## config.mk

```make
export PLATFORM = sky130hd
export DESIGN_NAME = enemy_wave_ctrl
export DESIGN_NICKNAME = d
export VERILOG_FILES = /design/src/rtl/enemy_wave_ctrl.sv
export SDC_FILE = /design/constraint.sdc
export NUM_CORES = 1
export LEC_CHECK = 0
export CORE_MARGIN = 2
export CORE_UTILIZATION = 50
export DETAILED_ROUTE_END_ITERATION = 7
export GPL_TIMING_DRIVEN = 0
export PLACE_DENSITY_LB_ADDON = 0.08
export SYNTH_ARGS = -nofsm -noshare
export SYNTH_HDL_FRONTEND = slang
export SYNTH_SLANG_ARGS = --single-unit
```

## constraint.sdc

```tcl
create_clock -name clk -period 12.5 [get_ports clk]
set_input_delay 2.5 -clock clk [delete_from_list [all_inputs] [get_ports clk]]
set_output_delay 2.5 -clock clk [all_outputs]
set_load 0.005 [all_outputs]
```

## src/rtl/enemy_wave_ctrl.sv

```systemverilog
// Enemy-plane field controller: N_SLOTS slots that spawn at LFSR-chosen X,
// fall one step per divided move tick, retire on hit/escape; tracks lives/kills.
// Ports: clk, reset (async, active-high), move_en, restart, plane_amount,
//        flying_rate, hit[N_SLOTS] in; x_flat, y_flat, active, tick, escaped,
//        lives, kills, game_over out (all registered).
module enemy_wave_ctrl #(
    parameter int          N_SLOTS   = 10,
    parameter int          X_W       = 8,
    parameter int          Y_W       = 8,
    parameter int          X_LIMIT   = 152,
    parameter int          Y_MAX     = 120,
    parameter int          TICK_DIV  = 12500000,
    parameter int          LIVES     = 3,
    parameter logic [15:0] LFSR_SEED = 16'hACE1
) (
    input  logic                   clk,
    input  logic                   reset,
    input  logic                   move_en,
    input  logic                   restart,
    input  logic [4:0]             plane_amount,
    input  logic [1:0]             flying_rate,
    input  logic [N_SLOTS-1:0]     hit,
    output logic [N_SLOTS*X_W-1:0] x_flat,
    output logic [N_SLOTS*Y_W-1:0] y_flat,
    output logic [N_SLOTS-1:0]     active,
    output logic                   tick,
    output logic                   escaped,
    output logic [3:0]             lives,
    output logic [7:0]             kills,
    output logic                   game_over
);

    typedef enum logic [1:0] {
        IDLE    = 2'd0,
        PENDING = 2'd1,
        FLY     = 2'd2
    } slot_t;

    localparam int             CW      = $clog2(TICK_DIV);
    localparam logic [CW-1:0]  CNT_TOP = CW'(TICK_DIV - 1);
    localparam logic [X_W:0]   XL      = (X_W+1)'(X_LIMIT);
    localparam logic [X_W-1:0] XL_LO   = X_W'(X_LIMIT);
    localparam logic [Y_W:0]   YM      = (Y_W+1)'(Y_MAX);

    slot_t          st_q [N_SLOTS];
    slot_t          st_d [N_SLOTS];
    logic [X_W-1:0] x_q  [N_SLOTS];
    logic [X_W-1:0] x_d  [N_SLOTS];
    logic [Y_W-1:0] y_q  [N_SLOTS];
    logic [Y_W-1:0] y_d  [N_SLOTS];

    logic [CW-1:0]      cnt_q, cnt_d;
    logic [15:0]        lfsr_q, lfsr_d, lfsr_adv;
    logic [3:0]         lives_d;
    logic [7:0]         kills_d;
    logic               go_d, tick_d, esc_d;
    logic [4:0]         n_en;
    logic [N_SLOTS-1:0] en, gnt;
    logic               taken, run, tick_now, any_esc;
    logic [X_W-1:0]     r, spawn_x;
    logic [Y_W:0]       sum;

    assign n_en     = (plane_amount > 5'(N_SLOTS)) ? 5'(N_SLOTS) : plane_amount;
    assign run      = move_en & ~game_over;
    assign tick_now = run & (cnt_q == CNT_TOP);

    // Galois step; the LFSR only commits this value when a grant happens.
    assign lfsr_adv = {1'b0, lfsr_q[15:1]} ^ (lfsr_q[0] ? 16'hB400 : 16'h0000);
    assign r        = lfsr_adv[X_W-1:0];
    assign spawn_x  = ({1'b0, r} <= XL) ? r : r - XL_LO - X_W'(1);

    // Grant candidate: lowest enabled slot already PENDING before this edge.
    always_comb begin
        en    = '0;
        gnt   = '0;
        taken = 1'b0;
        for (int i = 0; i < N_SLOTS; i++) begin
            en[i] = (5'(i) < n_en);
            if (!taken && en[i] && st_q[i] == PENDING) begin
                gnt[i] = 1'b1;
                taken  = 1'b1;
            end
        end
    end

    always_comb begin
        st_d    = st_q;
        x_d     = x_q;
        y_d     = y_q;
        cnt_d   = cnt_q;
        lfsr_d  = lfsr_q;
        lives_d = lives;
        kills_d = kills;
        go_d    = game_over;
        tick_d  = 1'b0;
        esc_d   = 1'b0;
        any_esc = 1'b0;
        sum     = '0;
        if (restart) begin
            for (int i = 0; i < N_SLOTS; i++) begin
                st_d[i] = en[i] ? PENDING : IDLE;
                y_d[i]  = '0;
            end
            cnt_d   = '0;
            lives_d = 4'(LIVES);
            kills_d = '0;
            go_d    = 1'b0;
        end else begin
            if (run)
                cnt_d = (cnt_q == CNT_TOP) ? '0 : cnt_q + CW'(1);
            tick_d = tick_now;
            for (int i = 0; i < N_SLOTS; i++) begin
                if (!en[i]) begin
                    st_d[i] = IDLE;
                    y_d[i]  = '0;
                end else begin
                    unique case (st_q[i])
                        IDLE: st_d[i] = PENDING;
                        PENDING: begin
                            if (tick_now && gnt[i]) begin
                                st_d[i] = FLY;
                                x_d[i]  = spawn_x;
                                y_d[i]  = '0;
                                lfsr_d  = lfsr_adv;
                            end
                        end
                        FLY: begin
                            // Frozen field: no hits, no motion.
                            if (!game_over) begin
                                if (hit[i]) begin
                                    st_d[i] = PENDING;
                                    y_d[i]  = '0;
                                    if (kills_d != 8'hFF)
                                        kills_d = kills_d + 8'd1;
                                end else if (tick_now) begin
                                    sum = {1'b0, y_q[i]}
                                        + {{(Y_W-1){1'b0}}, flying_rate};
                                    if (sum >= YM) begin
                                        st_d[i] = PENDING;
                                        y_d[i]  = '0;
                                        any_esc = 1'b1;
                                    end else begin
                                        y_d[i] = sum[Y_W-1:0];
                                    end
                                end
                            end
                        end
                        default: st_d[i] = IDLE;
                    endcase
                end
            end
            // One life per tick, however many planes got through.
            if (any_esc) begin
                esc_d = 1'b1;
                if (lives != 4'd0)
                    lives_d = lives - 4'd1;
                if (lives <= 4'd1)
                    go_d = 1'b1;
            end
        end
    end

    always_ff @(posedge clk or posedge reset) begin
        if (reset) begin
            for (int i = 0; i < N_SLOTS; i++) begin
                st_q[i] <= IDLE;
                x_q[i]  <= '0;
                y_q[i]  <= '0;
            end
            cnt_q     <= '0;
            lfsr_q    <= LFSR_SEED;
            lives     <= 4'(LIVES);
            kills     <= '0;
            game_over <= 1'b0;
            tick      <= 1'b0;
            escaped   <= 1'b0;
        end else begin
            st_q      <= st_d;
            x_q       <= x_d;
            y_q       <= y_d;
            cnt_q     <= cnt_d;
            lfsr_q    <= lfsr_d;
            lives     <= lives_d;
            kills     <= kills_d;
            game_over <= go_d;
            tick      <= tick_d;
            escaped   <= esc_d;
        end
    end

    for (genvar g = 0; g < N_SLOTS; g++) begin : g_pack
        assign x_flat[g*X_W +: X_W] = x_q[g];
        assign y_flat[g*Y_W +: Y_W] = y_q[g];
        assign active[g]            = (st_q[g] == FLY);
    end

endmodule

```

==> key figures <==
Routing
  • Remaining antenna violation count after routing: 0
  • Via-to-Cell Ratio: between 6 and 7
  • Initial drt markers: ~910
  • Drt pass-1 iters: 5
  • Via count: approximately 16000
  • Drc violations: 0
  • WL per Instance: about 20 um
  • Routed Wire Length: ~50000 um

Layout
  • Layout area overhead: 27.7%
  • Final nets: roughly 2200
  • Layout cells sized above 1: between 10% and 20%
  • Final core utilization: roughly 65%

Flow run
  • MaxCap Viol Count: 0

Timing
  • Worst setup margin: 0.302 ns
  • Final slew viol count: 0
  • Slew HR: a little under an eighth
  • Fin crit period: about 12 ns
  • Final hold vios: 0
  • Clock skew: just over 0.06 ns
  • Fmax: 82.0 MHz
  • Tightest Pin Transition: 1.31 ns
  • Final setup violation count: 0
  • Final worst path period share: between 90% and 100%

Global routing
  • Largest net degree at the start of global routing: 124
  • M3 GR Usage: under 10%
  • Met2 GRT Util: around 51%
  • First-pass GRT wire length: approximately 80000 um
  • Grt met1 use: between 30% and 40%
  • Gr busiest metal: met2
  • GRT Total Usage: 30.2%
  • Gr ovfl total: 0
  • Initial antenna violation count: 1
  • Vias in the first global route: 14948

Power and ir drop
  • PD cells: ~90 nW/um2
  • Power, Total: 0.00180 W
  • Worst vdd ir: 0.132 mV
  • Leakage: roughly 8.1 nW

Synthesis
  • Register bit count reported by yosys: 235
  • Top_reg_cell synth: dfrtp_1
  • Post-synth top area share: between 30% and 40%
  • Syn Area/Cell: 8.54 um2
  • Syn Std Cell Area: approximately 16000 um2
  • Post-synth ARST share: between 90% and 100%
  • Post-synthesis net count: approximately 1900
  • Top cells by count, synth: 230 x nand2_1, 225 x dfrtp_1, 180 x o21ai_0
  • Synth warnings: 0
  • Distinct cell type count after synthesis: 109
  • Count leader, synth: nand2_1
  • Area leader, netlist: dfrtp_1
  • Post-synth EDFFs: 0
  • Seq/Total Area, Yosys: 37.5%
  • Cell count after synthesis: about 1800
  • Most area-consuming cells after synthesis: dfrtp_1 36%, o21ai_0 5.7%, nand2_1 5.5%

Clock tree
  • CTS buffer count: 28
  • Clock Latency Late Sink: 0.60 ns
  • H-tree levels: 1
  • CTS sink count: 235
  • Root buffer cell: clkbuf_16
  • TritonCTS clock tree: done
  • Clk slew on worst S/H paths: ~0.06 ns
  • Hold buffers post-CTS: 0
  • CTS Buffer Depth: 3

Setup path
  • CP peak stage delay: approximately 0.56 ns
  • Worst path slowest cell: or4_4
  • Critical Path End: kills[2]
  • FF-to-FF setup slack: around 1.5 ns
  • CP Data Required Time: ~13 ns
  • Arr. time, crit path: approximately 13 ns
  • Critical path peak fanout: 10
  • Worst Setup Path Type: input pin to flip-flop
  • Crit path top cell by count: ha_4
  • Crit Reg-Reg Endpoint: kills[2]
  • Worst Setup SP: plane_amount[2]
  • Critical path launch point type: input pin
  • Reg2Reg Depth: 50
  • Reg-to-Reg Start: kills[1]
  • Setup crit end kind: flip-flop

Floorplanning
  • Die extent in y: around 180 um
  • Num rows: 64
  • Area of the die: about 33000 um2
  • Num ports: approximately 200
  • Die W: approximately 180 um
  • Initial Util: just over 50%
  • Core area: 30700 um2

Place
  • PortBufs: 203
  • DP HPWL: ~37000 um
  • GPL Wtd Cong: roughly 0.9
  • Pre-CTS WS: -1.97 ns

Run status
  • Status: completed

Min path
  • Worst hold path type: flip-flop to flip-flop
==> through the flow <==
| stage | hold WS (ns) | cells | area, um2 | TNS (ns) |
|---|---|---|---|---|
| after floorplan | 0.449 | 1838 | 16100 | -0.539 |
| after global placement | 0.461 | 2437 | 18600 | -14.40 |
| after detailed placement | 0.470 | 2438 | 18600 | -14.54 |
| after CTS | 0.482 | 2506 | 19800 | 0 |
| after global routing | 0.511 | 2525 | 20000 | -0.0931 |
| final | 0.482 | 2525 | 20000 | 0 |
==> where the power goes <==
part / switching, W / internal (W)
clock: 0.000345 / 0.000491
combinational: 0.000119 / 0.0000661
sequential: 0.0000102 / 0.000770
total: 0.000474 / 0.00133
==> critical path: cells and delay by family <==
kind	cells	cell delay [ns]
and+or+nand+nor	17	3.30
AOI/OAI and AO/OA	12	2.26
muxes	6	1.88
adders and majority gates	7	1.28
buffers and inverters	7	0.87
xor gates and xnor gates	2	0.50
==> worst min path at each step <==
| stage | startpoint | to | slack [ns] | cells past startpoint |
|---|---|---|---|---|
| floorplan | cnt_q[23] | cnt_q[23] | 0.45 | 1 |
| global placement | x_flat[69] | x_flat[69] | 0.46 | 2 |
| CTS | x_flat[20] | x_flat[20] | 0.48 | 2 |
| finish | x_flat[20] | x_flat[20] | 0.48 | 2 |
| global route | x_flat[19] | x_flat[19] | 0.51 | 2 |
| detailed placement | x_flat[19] | x_flat[19] | 0.47 | 2 |
==> final cells by class <==
class                           instances  area [um2]
Timing Repair Buffer                  238        2290
Clock inverter                         12         139
Clock buffer                           40         806
Sequential cell                       235        5890
Inverter                               64         248
Multi-Input combinational cell       1485        9910
Antenna cell                            1        2.50
Fill cell                            2556       10700
Tap cell                              396         495
Buffer                                 54         255
==> layout by cell type (no fill, tap or decap), types with 9 or more instances in the layout <==
cell type,count
or3_1,14
a211oi_1,9
ha_1,27
mux2_2,44
nor2_1,160
clkdlybuf4s50_1,197
o21ai_0,179
inv_2,9
a21o_1,14
or2_2,9
nor3_1,51
dfrtp_1,225
mux2_4,9
a31oi_1,20
o21ai_1,13
and2_1,29
fa_1,10
nand4_1,24
o22ai_1,11
or4_1,13
o21a_1,14
nor2b_1,32
buf_4,34
clkbuf_1,46
xor2_1,22
clkbuf_16,28
mux2i_1,12
inv_1,54
nand2b_1,39
dfstp_2,10
nand3_1,85
a21oi_1,87
nand2_1,227
o31ai_1,29
and3_1,29
nor4_1,22
xnor2_1,38
==> sequential cells by signal, indices dropped and copies added (netlist names) <==
signal / cells
lives: 4
st_q: 20
cnt_q: 24
x_flat: 80
tick: 1
game_over: 1
y_flat: 80
kills: 8
escaped: 1
lfsr_q: 16
==> metal layers <==
metal	vias to the layer above	part of all wire (%)	routed length, um
li1	7250	-	-
met5	-	0	0
met4	0	3.6	1800
met1	7581	42	21200
met3	121	6.8	3410
met2	551	48	24000
==> kinds of logic (layout without fill, tap and decap cells) <==
kind of cell | after synthesis | count (layout) | share of synthesized area, %
AOI/OAI and AO/OA | 502 | 502 | 21.1
xor gates and xnor gates | 68 | 68 | 3.79
adders and majority gates | 46 | 46 | 4.14
buffers and inverters | 118 | 408 | 2.99
DFF | 235 | 235 | 37.5
muxes | 67 | 67 | 4.79
other | 0 | 1 | 0
and+or+nand+nor | 802 | 802 | 25.7
==> what timing repair did <==
item / CTS / global route
resized for setup: 21 / 26
setup buffers: 16 / 17
endpoints found under the setup margin: 8 / 8
pin swaps: 13 / 16
No activity file was read; power rests on OpenSTA's default activity.
